**config.mk**
```make
export PLATFORM = sky130hd
export DESIGN_NAME = pbit_sweep_scheduler
export DESIGN_NICKNAME = d
export VERILOG_FILES = /design/src/rtl/pbit_sweep_scheduler.sv
export SDC_FILE = /design/constraint.sdc
export NUM_CORES = 1
export LEC_CHECK = 0
export ABC_AREA = 1
export ABC_CLOCK_PERIOD_IN_PS = 2900
export BUFFER_PORTS_ARGS = -buffer_cell sky130_fd_sc_hd__buf_2
export CAP_MARGIN = 20
export CELL_PAD_IN_SITES_DETAIL_PLACEMENT = 0
export CELL_PAD_IN_SITES_GLOBAL_PLACEMENT = 1
export CORE_MARGIN = 2
export CORE_UTILIZATION = 39
export CTS_CLUSTER_DIAMETER = 60
export CTS_CLUSTER_SIZE = 8
export DETAILED_ROUTE_END_ITERATION = 10
export PLACE_DENSITY = 0.83
export SLEW_MARGIN = 20
export SYNTH_ARGS = -nofsm -noshare
export SYNTH_HDL_FRONTEND = slang
export SYNTH_SLANG_ARGS = --single-unit
```
**constraint.sdc**
```tcl
create_clock -name CLK -period 2.9 [get_ports CLK]
set_clock_uncertainty 0.15 [all_clocks]
set_input_delay 0.145 -clock CLK [delete_from_list [all_inputs] [get_ports CLK]]
set_output_delay 0.145 -clock CLK [all_outputs]
set_load 0.01 [all_outputs]
```
**src/rtl/pbit_sweep_scheduler.sv**
```systemverilog
// pbit_sweep_scheduler
//   Round-robin update sequencer for a p-bit network. Fires a one-hot enable
//   for each p-bit in turn, then holds all enables low for SETTLE cycles so the
//   local-field datapath can absorb the new state before the next update.
//   Counts completed sweeps, pulses sample_valid at each sweep boundary, and
//   runs either for num_sweeps sweeps or free-running (num_sweeps == 0) until
//   stopped.
//
// Ports
//   CLK, RST      clock; synchronous active-high reset
//   start         begin a run (sampled only when idle; ignored if stop is high)
//   stop          abort request (sampled only while busy; honoured at the end
//                 of the current p-bit period)
//   num_sweeps    sweep target latched on an accepted start; 0 = free-run
//   en            one-hot update enable, bit i drives p-bit i
//   busy          run in progress
//   sample_valid  one-cycle pulse: a sweep completed, all states settled
//   done          one-cycle pulse: the target sweep count was reached
//   sweep_count   completed sweeps in the current or last run
module pbit_sweep_scheduler #(
    parameter int NUM_PBITS = 3,
    parameter int SETTLE    = 2,
    parameter int SWEEP_W   = 16
) (
    input  logic                 CLK,
    input  logic                 RST,
    input  logic                 start,
    input  logic                 stop,
    input  logic [SWEEP_W-1:0]   num_sweeps,
    output logic [NUM_PBITS-1:0] en,
    output logic                 busy,
    output logic                 sample_valid,
    output logic                 done,
    output logic [SWEEP_W-1:0]   sweep_count
);

    localparam int IW = (NUM_PBITS > 1) ? $clog2(NUM_PBITS) : 1;
    localparam int CW = (SETTLE > 0) ? $clog2(SETTLE + 1) : 1;

    localparam logic [1:0] S_IDLE   = 2'd0;
    localparam logic [1:0] S_FIRE   = 2'd1;
    localparam logic [1:0] S_SETTLE = 2'd2;

    localparam logic [IW-1:0] LAST_IDX = IW'(NUM_PBITS - 1);
    localparam logic [CW-1:0] SET_LAST = (SETTLE > 0) ? CW'(SETTLE - 1) : '0;

    logic [1:0]         state;
    logic [IW-1:0]      idx;
    logic [CW-1:0]      scnt;
    logic [SWEEP_W-1:0] target;
    logic               stop_pending;

    logic               adv;
    logic               last;
    logic               fin;
    logic               go_idle;
    logic [SWEEP_W-1:0] cnt_inc;
    logic [IW-1:0]      idx_nxt;

    // Advance happens at the end of each p-bit period: directly out of FIRE
    // when there is no settle gap, otherwise on the last settle cycle.
    always_comb begin
        adv     = ((state == S_FIRE) && (SETTLE == 0)) ||
                  ((state == S_SETTLE) && (scnt == SET_LAST));
        last    = (idx == LAST_IDX);
        cnt_inc = sweep_count + SWEEP_W'(1);
        fin     = last && (target != '0) && (cnt_inc == target);
        // A stop seen in the final cycle of the period still counts as pending.
        go_idle = fin || stop_pending || stop;
        idx_nxt = last ? '0 : idx + IW'(1);
    end

    always_ff @(posedge CLK) begin
        if (RST) begin
            state        <= S_IDLE;
            idx          <= '0;
            scnt         <= '0;
            target       <= '0;
            stop_pending <= 1'b0;
            en           <= '0;
            busy         <= 1'b0;
            sample_valid <= 1'b0;
            done         <= 1'b0;
            sweep_count  <= '0;
        end else begin
            en           <= '0;
            sample_valid <= 1'b0;
            done         <= 1'b0;

            if ((state != S_IDLE) && stop)
                stop_pending <= 1'b1;

            if (adv) begin
                if (last) begin
                    sweep_count  <= cnt_inc;
                    sample_valid <= 1'b1;
                end
                if (fin)
                    done <= 1'b1;
                if (go_idle) begin
                    state <= S_IDLE;
                    busy  <= 1'b0;
                end else begin
                    state <= S_FIRE;
                    idx   <= idx_nxt;
                    en    <= NUM_PBITS'(1) << idx_nxt;
                end
            end else begin
                case (state)
                    S_IDLE: begin
                        if (start && !stop) begin
                            target       <= num_sweeps;
                            sweep_count  <= '0;
                            stop_pending <= 1'b0;
                            idx          <= '0;
                            state        <= S_FIRE;
                            en           <= NUM_PBITS'(1);
                            busy         <= 1'b1;
                        end
                    end
                    // Only reached with SETTLE > 0; otherwise FIRE always advances.
                    S_FIRE: begin
                        state <= S_SETTLE;
                        scnt  <= '0;
                    end
                    S_SETTLE: scnt <= scnt + CW'(1);
                    default: begin
                        state <= S_IDLE;
                        busy  <= 1'b0;
                    end
                endcase
            end
        end
    end

endmodule

```
* After elaboration in Yosys (flattened, before gate mapping)
Index checks and enable logic that the tools add are counted.
** Storage, ports and cells
- Register bits :: 45
- Bits of input ports :: 20
** Operators by class
- Add/subtract/negate cells :: 3
- Eq/ne operators :: 11
- Shift-type cells :: 1
- Mux-type cells :: 28
- Bitwise operators :: 1
- Reduce and logical (&&, ||, !) cells :: 22
** Operators with widths (number)
- $mux W16 :: 4
- $add A16 B1 Y16 const B :: 1
- $eq A16 B16 Y1 :: 1
- $reduce_bool A16 Y1 :: 1
- $mux W2 :: 7
- $mux W1 :: 12
- $reduce_and A3 Y1 :: 4
- $reduce_bool A2 Y1 :: 4
- $mux W3 :: 2
- $ne A2 B1 Y1 const B :: 3
- $pmux W2 S3 :: 1
- $logic_and A1 B1 Y1 :: 5
- $add A2 B1 Y2 const B :: 2
- $eq A2 B1 Y1 const B :: 2
- $eq A2 B2 Y1 const B :: 2
- $ne A2 B2 Y1 const B :: 2
- $pmux W2 S2 :: 1
- $reduce_and A2 Y1 :: 2
- $reduce_or A2 Y1 :: 2
- $ne A3 B3 Y1 const B :: 1
- $shl A1 B2 Y3 const A :: 1
- $logic_not A2 Y1 :: 1
- $logic_or A1 B1 Y1 :: 2
- $pmux W1 S2 :: 1
- other kinds (2) :: 2

* Logic depth before layout (Yosys ltp)
- Depth in word-level cells :: 7
- Depth in mapped cells :: 17
- Depth with buffers taken out :: 17

* Worst setup path after synthesis
Ideal clock, no wire load.
- Kind :: register -> register
- Start point :: reg sweep_count[0]
- End point :: reg idx[1]
- Setup time :: 0.067 ns
- Data arrival time :: 1.921 ns
- Required time :: 2.683 ns
- Path slack :: 0.761 ns
- Cell stages (with the launch flop) :: 18
- Buffers on the path :: 0
- Period minus slack after synthesis :: 2.139 ns
- Cell sequence :: dfxtp_1 ha_1 nand2_2 nor2_4 nand2_2 nor2_1 nand2_1 nand2_1 nand2_1 nand2_1 nand2_1 nor2_2 nand3_2 nand2_2 nand2_4 nand2_4 nand2_2 a21oi_2
** On the way
- Cells in the longest elaborated chain, start to end :: 7
** RTL lines
- start, declared :: line 34 : output logic [SWEEP_W-1:0] sweep_count
- start signal, assigned :: line 95 : sweep_count <= cnt_inc;
- $add A16 B1 Y16 :: line 66 : cnt_inc = sweep_count + SWEEP_W'(1);
- $eq A16 B16 Y1 :: line 67 : fin = last && (target != '0) && (cnt_inc == target);
- $logic_and A1 B1 Y1 :: line 67
- $logic_or A1 B1 Y1 (2 in a row) :: line 69 : go_idle = fin || stop_pending || stop;
- $ne A2 B2 Y1 (no source line)
- $reduce_and A3 Y1 (no source line)
- end signal, assigned :: line 105 : idx <= idx_nxt;
- end, declared :: line 48 : logic [IW-1:0] idx;
No other way between the ends.
A chain may end at the register's enable or synchronous reset.

* Worst setup path after layout
Same ends and word-level chain as after synthesis.

==> metrics <==
status completed; post-layout minimum cycle time 2.36 ns; die width approximately 84 um; launching point of the worst reg2reg path sweep_count[0]; worst r2r path cells 17; crit-path leading delay family simple AND/OR/NAND/NOR gates; DRT Pass-1 Iters 4; worst-skew pair later-pin latency 0.30 ns; post_cts resized 0; P_sw 0.000402 W; combinational share of power 20.2%; asr flop ratio synth 0%; WP buf/inv 0; GRT met3 Usage 3.46%; Final Cell Area 0.00305 sq mm; RD Place Congestion 0.846; Main synth FF type dfxtp_1; worst relative slew slack about three quarters; Post-Place Worst Slack 0.554 ns; Mapped Area 0.00248 sq mm; Avg Inst Size Synth 6.77 sq um; Post-synth EDFFs 0; internal power consumption about 0.0009 W; final WL ~6600 um; kind of critical path reg2reg; num ports 42; Final Setup Violations 0; fraction of power consumed by sequential logic 50.8%; pin count of the biggest net entering global routing 23; Crit. End Element flop; CTS Buf Count 5; CP Data Required Time 2.99 ns; Initial Utilization 39.7%; switching part of the total power 30.3%; RSZ-0062 raised after global routing no; FF+latch count, synth 45; Vias about 2500; slowest CP cell dfxtp_1; DP Area between 0.002 and 0.003 sq mm; GRT Total Usage 19.8%; die area about 0.007 sq mm; sequential fraction of the synthesis area 36.4%; setup TNS 0 ns; Crit path arrival time about 2.5 ns; crit share post-route 81.5%; CTS Hold Bufs 17; Clock Root Buffer clkbuf_8; chip height ~84 um; final worst slack 0.538 ns; antenna viol nets, final 0; Avg WL per Cell approximately 13 um; met1 Resource Use GR 26.6%; core area 0.00624 sq mm; Clock transition at path regs 0.08 ns; H-Tree Depth 2; CTS Buffer Depth 2; element type at the critical path start flop; Yosys Warn Count 0; clock power share slightly below 30%; fin. max-slew vios 0; first-pass GRT wire length 11400 um; Setup Buffers After CTS 0; vias in the first global route between 2000 and 2500; Mapped Cells 366; CTS Sinks 45; row cnt 29; DR vias/cell 4.92; RR Endpoint idx[1]; Hold Path Sink idx[1]; maximum achievable frequency roughly 420 MHz; Hold WS approximately 0.14 ns; hold_sp RST; Starting DRT DRC Count 121; crit-path cells ha_1, nand2_2, nor2_4, nand2_2, nand2_2, nand2_1, nand2_1, nand2_1, nor2_1, nand2_1, nor2_2, nand3_2, nand2_2, nand2_4, nand2_4, nand2_2, a21oi_2; max-cap viol count 0; met2 usage ~33%; syn_nets 388; PwrDens 436 mW/mm^2; CP max stage delay 0.46 ns; FF-to-FF setup slack between 0.5 and 0.6 ns; GRT busiest layer met2; initial antenna violation count 0; most used cell, CP nand2_2; worst-margin pin slew 0.382 ns; Fin. Hold Viols 0; share of cells above drive strength 1 slightly above 20%; post-synthesis cell type count 26; P&R area growth vs syn 23.0%; hold depth 3; # nets final 451; # diodes 0; maximum VDD drop 259 uV; Pleak 1.34 nW; CP Max Fanout 8; DRC 0; Hold WC Path Type in2reg; IO Port Bufs 41; hpwl dp approximately 4800 um; grt total ovfl 0; CTS tree built
## per-layer routing
metal | routed length, um | up-vias
met5 | 0 | -
met4 | 61 | 0
li1 | - | 1317
met3 | 225 | 7
met1 | 3200 | 1123
met2 | 3080 | 45
## cells by family (layout without fill, tap and decap cells)
logic type      count (synthesis)  count (layout)  synth area share (%)
xor+xnor                        4               4                  1.97
buf+inv                        61             125                  9.24
compound gates                 45              45                  9.29
simple gates                  209             209                  42.1
flops                          45              45                  36.4
fa+ha+maj                       2               2                  1.01
## registers in the layout, indices dropped and copies added (netlist names)
register	cells
sweep_count	16
target	16
en	3
idx	2
scnt	2
state	2
busy	1
done	1
sample_valid	1
stop_pending	1
## power by group through the flow
stage / logic, W / clock network [W] / registers [W]
floorplan: 0.000174 / 0 / 0.000689
global placement: 0.000249 / 0 / 0.000689
detailed placement: 0.000250 / 0 / 0.000690
CTS: 0.000268 / 0.000403 / 0.000675
global route: 0.000308 / 0.000423 / 0.000680
finish: 0.000269 / 0.000385 / 0.000675
## worst register-to-register path, delay by kind of cell, from the launching register on
family          cells  cell delay (ns)
compound gates      1             0.10
simple gates       15             1.31
fa+ha+maj           1             0.30
flops               1             0.46
## worst max path at each step
stage / from / endpoint / slack, ns / depth (start not counted)
2_1_floorplan: sweep_count[0] / idx[1] / 0.76 / 17
3_3_place_gp: sweep_count[0] / idx[1] / 0.60 / 17
3_5_place_dp: sweep_count[0] / idx[1] / 0.55 / 17
4_1_cts: sweep_count[0] / idx[1] / 0.53 / 17
5_1_grt: sweep_count[0] / idx[1] / 0.29 / 17
6_report: sweep_count[0] / idx[1] / 0.54 / 17
## placed cells by master, fill, tap and decap left out, types with 6 or more instances in the layout
cell type	instances
inv_1	48
nor2_1	27
nand3_1	49
a21oi_1	19
nand2_2	9
nor3_1	7
nand2_1	84
dlygate4sd3_1	17
buf_4	6
o21ai_0	21
buf_2	41
dfxtp_1	45
nand4_1	14
## stage by stage
step | cells | total power [W] | utilization (%)
after floorplan | 366 | 0.000863 | -
after global placement | 482 | 0.000938 | 44.8
after detailed placement | 482 | 0.000940 | 44.8
after CTS | 507 | 0.00135 | 48.8
after global routing | 507 | 0.00141 | 48.8
final | 507 | 0.00133 | 48.8
## area by class of cell
class,count,area (sq um)
flip-flops and latches,45,901
well taps,77,96.3
clock inverters,2,10.0
repair buffers,64,420
fillers,651,3190
multi-input cells,260,1350
inverters,53,199
clock buffers,6,72.6
## synth_stat cells (2+ instances only)
library cell	instances	area share, %
nand2_1	84	13
clkbuf_1	8	1.2
inv_1	48	7.3
ha_1	2	1.0
a21oi_1	19	3.8
nand3_1	49	9.9
nand2_4	3	1.4
nor3_1	7	1.4
nor2_4	4	1.8
nor2_8	2	1.6
o21ai_1	3	0.61
inv_2	4	0.61
nand2_2	9	2.3
nor2_1	27	4.1
o21ai_0	21	4.2
nand4_1	14	3.5
xor2_1	2	0.71
nand3_2	5	2.0
nor2_2	4	1.0
dfxtp_1	45	36
Note: power is estimated with default switching activity, not from simulation.
